==> src/rtl/if_pkg.sv <==
// ============================================================================
// Module      : if_pkg
// Description : Shared IF-stage types and width constants for the IF2 slice.
// Revision    : 1.0
// ============================================================================
`default_nettype none

package if_pkg;

    localparam int PC_W = 32;
    localparam int IR_W = 32;
    localparam int BT_W = 34;

    typedef struct packed {
        logic [PC_W-1:0] pc1;
        logic [PC_W-1:0] pc2;
        logic [IR_W-1:0] ir1;
        logic [IR_W-1:0] ir2;
        logic [BT_W-1:0] bt1;
        logic [BT_W-1:0] bt2;
        logic [1:0]      is_valid;
    } if_packet_t;

    typedef enum logic [0:0] {
        IDLE  = 1'b0,
        REDIR = 1'b1
    } redir_state_e;

endpackage

`default_nettype wire

==> src/rtl/if2_fetch_redirect_ctrl.sv <==
// ============================================================================
// Module      : if2_fetch_redirect_ctrl
// Description : IF2 packet register, IQ handshake, predecoder redirect and
//               backend-flush arbitration.
// Revision    : 1.0
// ============================================================================
`default_nettype none

module if2_fetch_redirect_ctrl #(
    parameter int PC_W = 32,
    parameter int IR_W = 32,
    parameter int BT_W = 34
) (
    input  logic            clk,
    input  logic            rstn,
    input  logic            if1_valid,
    output logic            if2_ready,
    input  logic [PC_W-1:0] if1_pc1,
    input  logic [PC_W-1:0] if1_pc2,
    input  logic [IR_W-1:0] if1_ir1,
    input  logic [IR_W-1:0] if1_ir2,
    input  logic [BT_W-1:0] if1_bt1,
    input  logic [BT_W-1:0] if1_bt2,
    input  logic [1:0]      if1_is_valid,
    output logic [PC_W-1:0] pd_pc1,
    output logic [PC_W-1:0] pd_pc2,
    output logic [IR_W-1:0] pd_ir1,
    output logic [IR_W-1:0] pd_ir2,
    output logic [BT_W-1:0] pd_bt1,
    output logic [BT_W-1:0] pd_bt2,
    output logic [1:0]      pd_is_valid,
    input  logic [1:0]      pd_o_is_valid,
    input  logic            pd_br,
    input  logic [PC_W-1:0] pd_pc_fact,
    input  logic [BT_W-1:0] pd_type1,
    input  logic [BT_W-1:0] pd_type2,
    output logic            iq_valid,
    input  logic            iq_ready,
    output logic [PC_W-1:0] iq_pc1,
    output logic [PC_W-1:0] iq_pc2,
    output logic [IR_W-1:0] iq_ir1,
    output logic [IR_W-1:0] iq_ir2,
    output logic [BT_W-1:0] iq_type1,
    output logic [BT_W-1:0] iq_type2,
    output logic [1:0]      iq_is_valid,
    input  logic            be_flush,
    output logic            if1_flush,
    output logic            redir_valid,
    output logic [PC_W-1:0] redir_pc,
    input  logic            redir_ready,
    output logic [31:0]     pd_redir_cnt
);

    import if_pkg::*;

    redir_state_e    r_state;
    redir_state_e    w_state_nxt;
    logic            r_v;
    logic [PC_W-1:0] r_pc1;
    logic [PC_W-1:0] r_pc2;
    logic [IR_W-1:0] r_ir1;
    logic [IR_W-1:0] r_ir2;
    logic [BT_W-1:0] r_bt1;
    logic [BT_W-1:0] r_bt2;
    logic [1:0]      r_is_valid;
    logic [PC_W-1:0] r_redir_pc;
    logic [31:0]     r_redir_cnt;

    logic w_idle;
    logic w_hs;
    logic w_hs_br;
    logic w_load;

    assign w_idle    = (r_state == IDLE);
    assign iq_valid  = r_v & w_idle & ~be_flush;
    assign w_hs      = iq_valid & iq_ready;
    // A redirecting packet must not admit its wrong-path successor.
    assign w_hs_br   = w_hs & pd_br;
    assign if2_ready = w_idle & (~r_v | w_hs) & ~w_hs_br;
    assign w_load    = if1_valid & if2_ready & ~be_flush;
    assign if1_flush = be_flush | w_hs_br;

    always_comb begin
        w_state_nxt = r_state;
        case (r_state)
            IDLE:    if (w_hs_br)     w_state_nxt = REDIR;
            REDIR:   if (redir_ready) w_state_nxt = IDLE;
            default:                  w_state_nxt = IDLE;
        endcase
        if (be_flush) begin
            w_state_nxt = IDLE;
        end
    end

    always_ff @(posedge clk or negedge rstn) begin
        if (!rstn) begin
            r_state <= IDLE;
        end else begin
            r_state <= w_state_nxt;
        end
    end

    always_ff @(posedge clk or negedge rstn) begin
        if (!rstn) begin
            r_v        <= 1'b0;
            r_pc1      <= '0;
            r_pc2      <= '0;
            r_ir1      <= '0;
            r_ir2      <= '0;
            r_bt1      <= '0;
            r_bt2      <= '0;
            r_is_valid <= '0;
        end else begin
            if (be_flush) begin
                r_v <= 1'b0;
            end else if (w_load) begin
                r_v <= 1'b1;
            end else if (w_hs) begin
                r_v <= 1'b0;
            end
            if (w_load) begin
                r_pc1      <= if1_pc1;
                r_pc2      <= if1_pc2;
                r_ir1      <= if1_ir1;
                r_ir2      <= if1_ir2;
                r_bt1      <= if1_bt1;
                r_bt2      <= if1_bt2;
                r_is_valid <= if1_is_valid;
            end
        end
    end

    always_ff @(posedge clk or negedge rstn) begin
        if (!rstn) begin
            r_redir_pc  <= '0;
            r_redir_cnt <= '0;
        end else if (w_hs_br) begin
            r_redir_pc  <= pd_pc_fact;
            r_redir_cnt <= r_redir_cnt + 32'd1;
        end
    end

    assign pd_pc1       = r_pc1;
    assign pd_pc2       = r_pc2;
    assign pd_ir1       = r_ir1;
    assign pd_ir2       = r_ir2;
    assign pd_bt1       = r_bt1;
    assign pd_bt2       = r_bt2;
    assign pd_is_valid  = r_is_valid;

    assign iq_pc1       = r_pc1;
    assign iq_pc2       = r_pc2;
    assign iq_ir1       = r_ir1;
    assign iq_ir2       = r_ir2;
    assign iq_type1     = pd_type1;
    assign iq_type2     = pd_type2;
    assign iq_is_valid  = r_is_valid & pd_o_is_valid;

    assign redir_valid  = (r_state == REDIR);
    assign redir_pc     = r_redir_pc;
    assign pd_redir_cnt = r_redir_cnt;

endmodule

`default_nettype wire
==> config.mk <==
export PLATFORM = sky130hd
export DESIGN_NAME = if2_fetch_redirect_ctrl
export DESIGN_NICKNAME = d
export VERILOG_FILES = /design/src/rtl/if_pkg.sv /design/src/rtl/if2_fetch_redirect_ctrl.sv
export SDC_FILE = /design/constraint.sdc
export NUM_CORES = 1
export LEC_CHECK = 0
export ABC_CLOCK_PERIOD_IN_PS = 5400
export CORE_AREA = 5 5 293 295
export CTS_CLUSTER_DIAMETER = 60
export DETAILED_ROUTE_END_ITERATION = 10
export DIE_AREA = 0 0 298 300
export GPL_TIMING_DRIVEN = 0
export PLACE_DENSITY = 0.42
export SLEW_MARGIN = 40
export SYNTH_ARGS = -nofsm -noshare
export SYNTH_HDL_FRONTEND = slang
export SYNTH_SLANG_ARGS = --single-unit
==> constraint.sdc <==
create_clock -name clk -period 5.4 [get_ports clk]
set_input_delay 1.08 -clock clk [delete_from_list [all_inputs] [get_ports clk]]
set_output_delay 1.08 -clock clk [all_outputs]
set_load 0.005 [all_outputs]
Word-level counts from Yosys, hierarchy flattened
Cells that the tools add are included.

storage, ports and cells
  register bits after elaboration = 264
  latch bits = 0
  RAM bits = 0
  memory bits (read-only) = 0
  bits of input ports = 307
  output and inout port bits = 464
  word-level logic and storage cells = 35
  memories kept = 0

operators by class
  add/sub/neg operators = 1
  multipliers = 0
  div/mod/pow operators = 0
  magnitude comparators = 0
  equality and inequality tests = 0
  shift-type cells = 0
  muxes and demuxes = 7
  bitwise gates (word level) = 15
  reductions and logical operators = 1

operators by type and width
  kind                     count
  $add A32 B1 Y32 const B  1
  $and A1 B1 Y1            8
  $mux W1                  6
  $not A1 Y1               4
  $reduce_bool A3 Y1       1
  $and A2 B2 Y2            1
  $or A1 B1 Y1             2
  $pmux W1 S2              1

Depth between registers and ports, before layout
  word-level depth = 11
  gate-level depth with buffers = 7
  gate-level depth less buffers = 5

Least setup slack after synthesis
Ideal clock, no wire load.

  kind = input to output
  start point = input be_flush
  end point = output if1_flush
  data arrival time = 1.656 ns
  data required time = 4.320 ns
  slack = 2.664 ns
  stages on the path = 3
  buffers on the path = 0
  cells stage by stage = and4bb_2 > nand2_1 > nand2b_1

on the way
  word-level cells in the longest chain between the ends = 5

RTL lines
  element           line                           text
  from (decl)       if2_fetch_redirect_ctrl.sv:46  input logic be_flush,
  $not A1 Y1        if2_fetch_redirect_ctrl.sv:75  assign iq_valid = r_v & w_idle & ~be_flush;
  $and A1 B1 Y1     if2_fetch_redirect_ctrl.sv:75
  $and A1 B1 Y1     if2_fetch_redirect_ctrl.sv:76  assign w_hs = iq_valid & iq_ready;
  $and A1 B1 Y1     if2_fetch_redirect_ctrl.sv:78  assign w_hs_br = w_hs & pd_br;
  $or A1 B1 Y1 (*)  if2_fetch_redirect_ctrl.sv:81  assign if1_flush = be_flush | w_hs_br;
  to (decl)         if2_fetch_redirect_ctrl.sv:47  output logic if1_flush,

Every way passes the cells marked *; elsewhere a longest branch is shown, timed or not.

Worst setup path after layout
Ends and elaborated chain as after synthesis.

==> impl_metrics.tcl <==
set metrics [dict create \
    status "finished, final reports clean" \
    yosysSeqAreaShare_pct 56.4 \
    relSlewSlack_pct 47.2 \
    place_congestion 0.781 \
    postCtsSetupBuffers 0 \
    netlist_instances 910 \
    cts-buffers-inserted 38 \
    cts_resized 0 \
    start_util_pct 14.1 \
    drive_above_1_share_pct 22.5 \
    yosysTopAreaCell "dfrtp_1" \
    crit_required_ps 4320 \
    grt_pass1_wl_um 71100 \
    power-per-cell-area_mw_per_mm2 351 \
    synth-async-reset-ratio_pct 100 \
    endpoint_kind "output pin" \
    die_w_um 298 \
    yosys.cell_types.count 38 \
    p_leak_nw 9.06 \
    die_area_mm2 0.0894 \
    dr.first_iter.drc_count 269 \
    cts_tree "done" \
    postRouteWirelength_um 49400 \
    grt_pass1_vias 10200 \
    routed_via_density 3.41 \
    ys_ff_latch 264 \
    yosysWarnings 0 \
    top_usage_layer "met2" \
    io_pins 771 \
    grt_use_met2_pct 18.8 \
    worst-setup-path-type "input port to output pin" \
    syn-cell-area_mm2 0.0117 \
    grt_overflow 0 \
    crit_arrival_ps 2960 \
    synthTopCellsByArea "dfrtp_1, buf_4, mux2_1" \
    first_pass_iters 4 \
    cts_sinks 264 \
    ir_drop_mv 0.217 \
    cts_hold_buf 0 \
    slew_viol_final 0 \
    clock-root-buffer "clkbuf_16" \
    synth_top_area_share_pct 56.4 \
    grt_max_degree 69 \
    start_kind "input port" \
    numPortBuffers 702 \
    synth_edf_count 0 \
    clock_skew_ps 19.5 \
    fp-row-count 106 \
    period_share_pct 74.9 \
    drc 0 \
    rsz0062_at_grt "no" \
    clk_latency_ps 540 \
    avgSynthCellArea_um2 12.9 \
    place_area_mm2 0.0202 \
    final_area_mm2 0.0215 \
    htree_levels 2 \
    die_y_um 300 \
    regArea_mm2 0.00661 \
    antenna_found_initial 3 \
    vias 9426 \
    use_met3_pct 4.46 \
    detail-route-antenna-nets 0 \
    cts_buffer_depth 3 \
    setup_tns_ps 0 \
    hold_viol_final 0 \
    multiInputGateArea_mm2 0.00337 \
    track_usage_pct 10.4 \
    drv_cap 0 \
    grt_use_met1_pct 11.2 \
    ys.flop_type "dfrtp_1" \
    synth_nets 1218 \
    dp_hpwl_um 40200 \
    fmax_mhz 247 \
    power_mw 7.54 \
    worst_slew_pin_slew_ps 785 \
    path_clk_slew_ps 60 \
    period_minus_slack_ps 4040 \
    core_area_mm2 0.0829 \
    rrSetupSlack_ps 3120 \
    finalSetupViolations 0 \
    fillers 8702 \
    wl_per_cell_um 17.9 \
    layout.nets 1964 \
    hold_class "input port to asynchronous set/reset pin" \
    area_growth_pct 83.5 \
    critPathMaxFanout 9 \
]
metal layers:
| layer | part of all wire [%] | routed length, um |
|---|---|---|
| met1 | 37 | 18200 |
| met2 | 51 | 25400 |
| met3 | 9.4 | 4620 |
| met4 | 2.3 | 1140 |
| met5 | 0.055 | 27 |
cell families (layout without fill, tap and decap cells):
logic type      Yosys count  in the layout  share of synthesized area (%)
flops                   264            264                           56.4
buf+inv                 239           1011                           14.9
mux                     198            198                           19.0
simple gates            174            174                           6.98
xor+xnor                 31             31                           2.38
compound gates            3              3                          0.182
fa+ha+maj                 1              1                          0.107
other cells               0              1                              0
cell usage in the layout, fill, tap and decap left out, types with 11 or more instances in the layout:
cell type	instances
clkdlybuf4s50_1	701
dfrtp_1	264
xnor2_1	16
nand2_1	108
mux2_2	89
mux2_1	109
xor2_1	14
buf_6	11
buf_4	198
clkbuf_16	39
clkbuf_1	14
report_power, final:
part	total (mW)	switching [mW]	internal [mW]
registers	2.67	0.310	2.36
logic	2.36	0.692	1.66
clock network	2.52	0.956	1.56
final cells by class:
class,count,area share (%)
clock inverter,11,0.617
clock buffer,55,5.29
tap,1080,6.29
inverter,10,0.175
sequential,264,30.8
multi-input combinational,407,15.7
buffer,229,7.96
antenna,1,0.0116
timing repair buffer,706,33.2
registers in the layout (all words and copies together), names as in the netlist:
register and count:
iq_ir1 32, iq_ir2 32, iq_pc1 32, iq_pc2 32
pd_bt1 34, pd_bt2 34, pd_is_valid 2, pd_redir_cnt 32
r_v 1, redir_pc 32, redir_valid 1
Yosys cell counts, types with 3 or more instances:
cell type	n
nor4_1	9
buf_2	8
mux2_2	89
nor3_1	4
nand2_1	108
mux2_1	109
buf_4	198
dfrtp_1	264
xnor2_1	16
clkbuf_1	10
nor2_1	7
nand3_1	7
inv_1	10
and3_1	4
nand4_1	10
xor2_1	14
and2_1	8
and4_1	3
buf_6	11
nand2b_1	3
worst paths after layout:
path                            cells past startpoint                startpoint                       end
worst max-delay path                                5                  be_flush                 if1_flush
worst min-delay path                                1                      rstn    iq_ir2[15]$_DFFE_PN0P_
worst max register to register                      6     redir_valid$_DFF_PN0_  redir_pc[20]$_DFFE_PN0P_
worst min register to register                      2  redir_pc[26]$_DFFE_PN0P_  redir_pc[26]$_DFFE_PN0P_
max in group asynchronous                           3                      rstn  redir_pc[31]$_DFFE_PN0P_
min in group clk                                    2  redir_pc[26]$_DFFE_PN0P_  redir_pc[26]$_DFFE_PN0P_
metrics by stage:
| stage | setup WS [ps] | utilization (%) | instances | hold slack (ps) |
|---|---|---|---|---|
| 3_5_place_dp | 1330 | 24.4 | 2696 | 462 |
| 4_1_cts | 1320 | 25.9 | 2762 | 337 |
| 5_1_grt | 1230 | 25.9 | 2763 | 361 |
| 2_1_floorplan | 2660 | - | 910 | 470 |
| 3_3_place_gp | -9390 | 24.2 | 2692 | 462 |
| 6_report | 1360 | 25.9 | 2763 | 393 |
critical path, stage by stage:
cell,delay (ps)
clkdlybuf4s50_1,530
and4bb_2,400
nand2_1,260
nand2b_1,170
clkdlybuf4s50_1,520
Power figures use the tool's default switching activity.
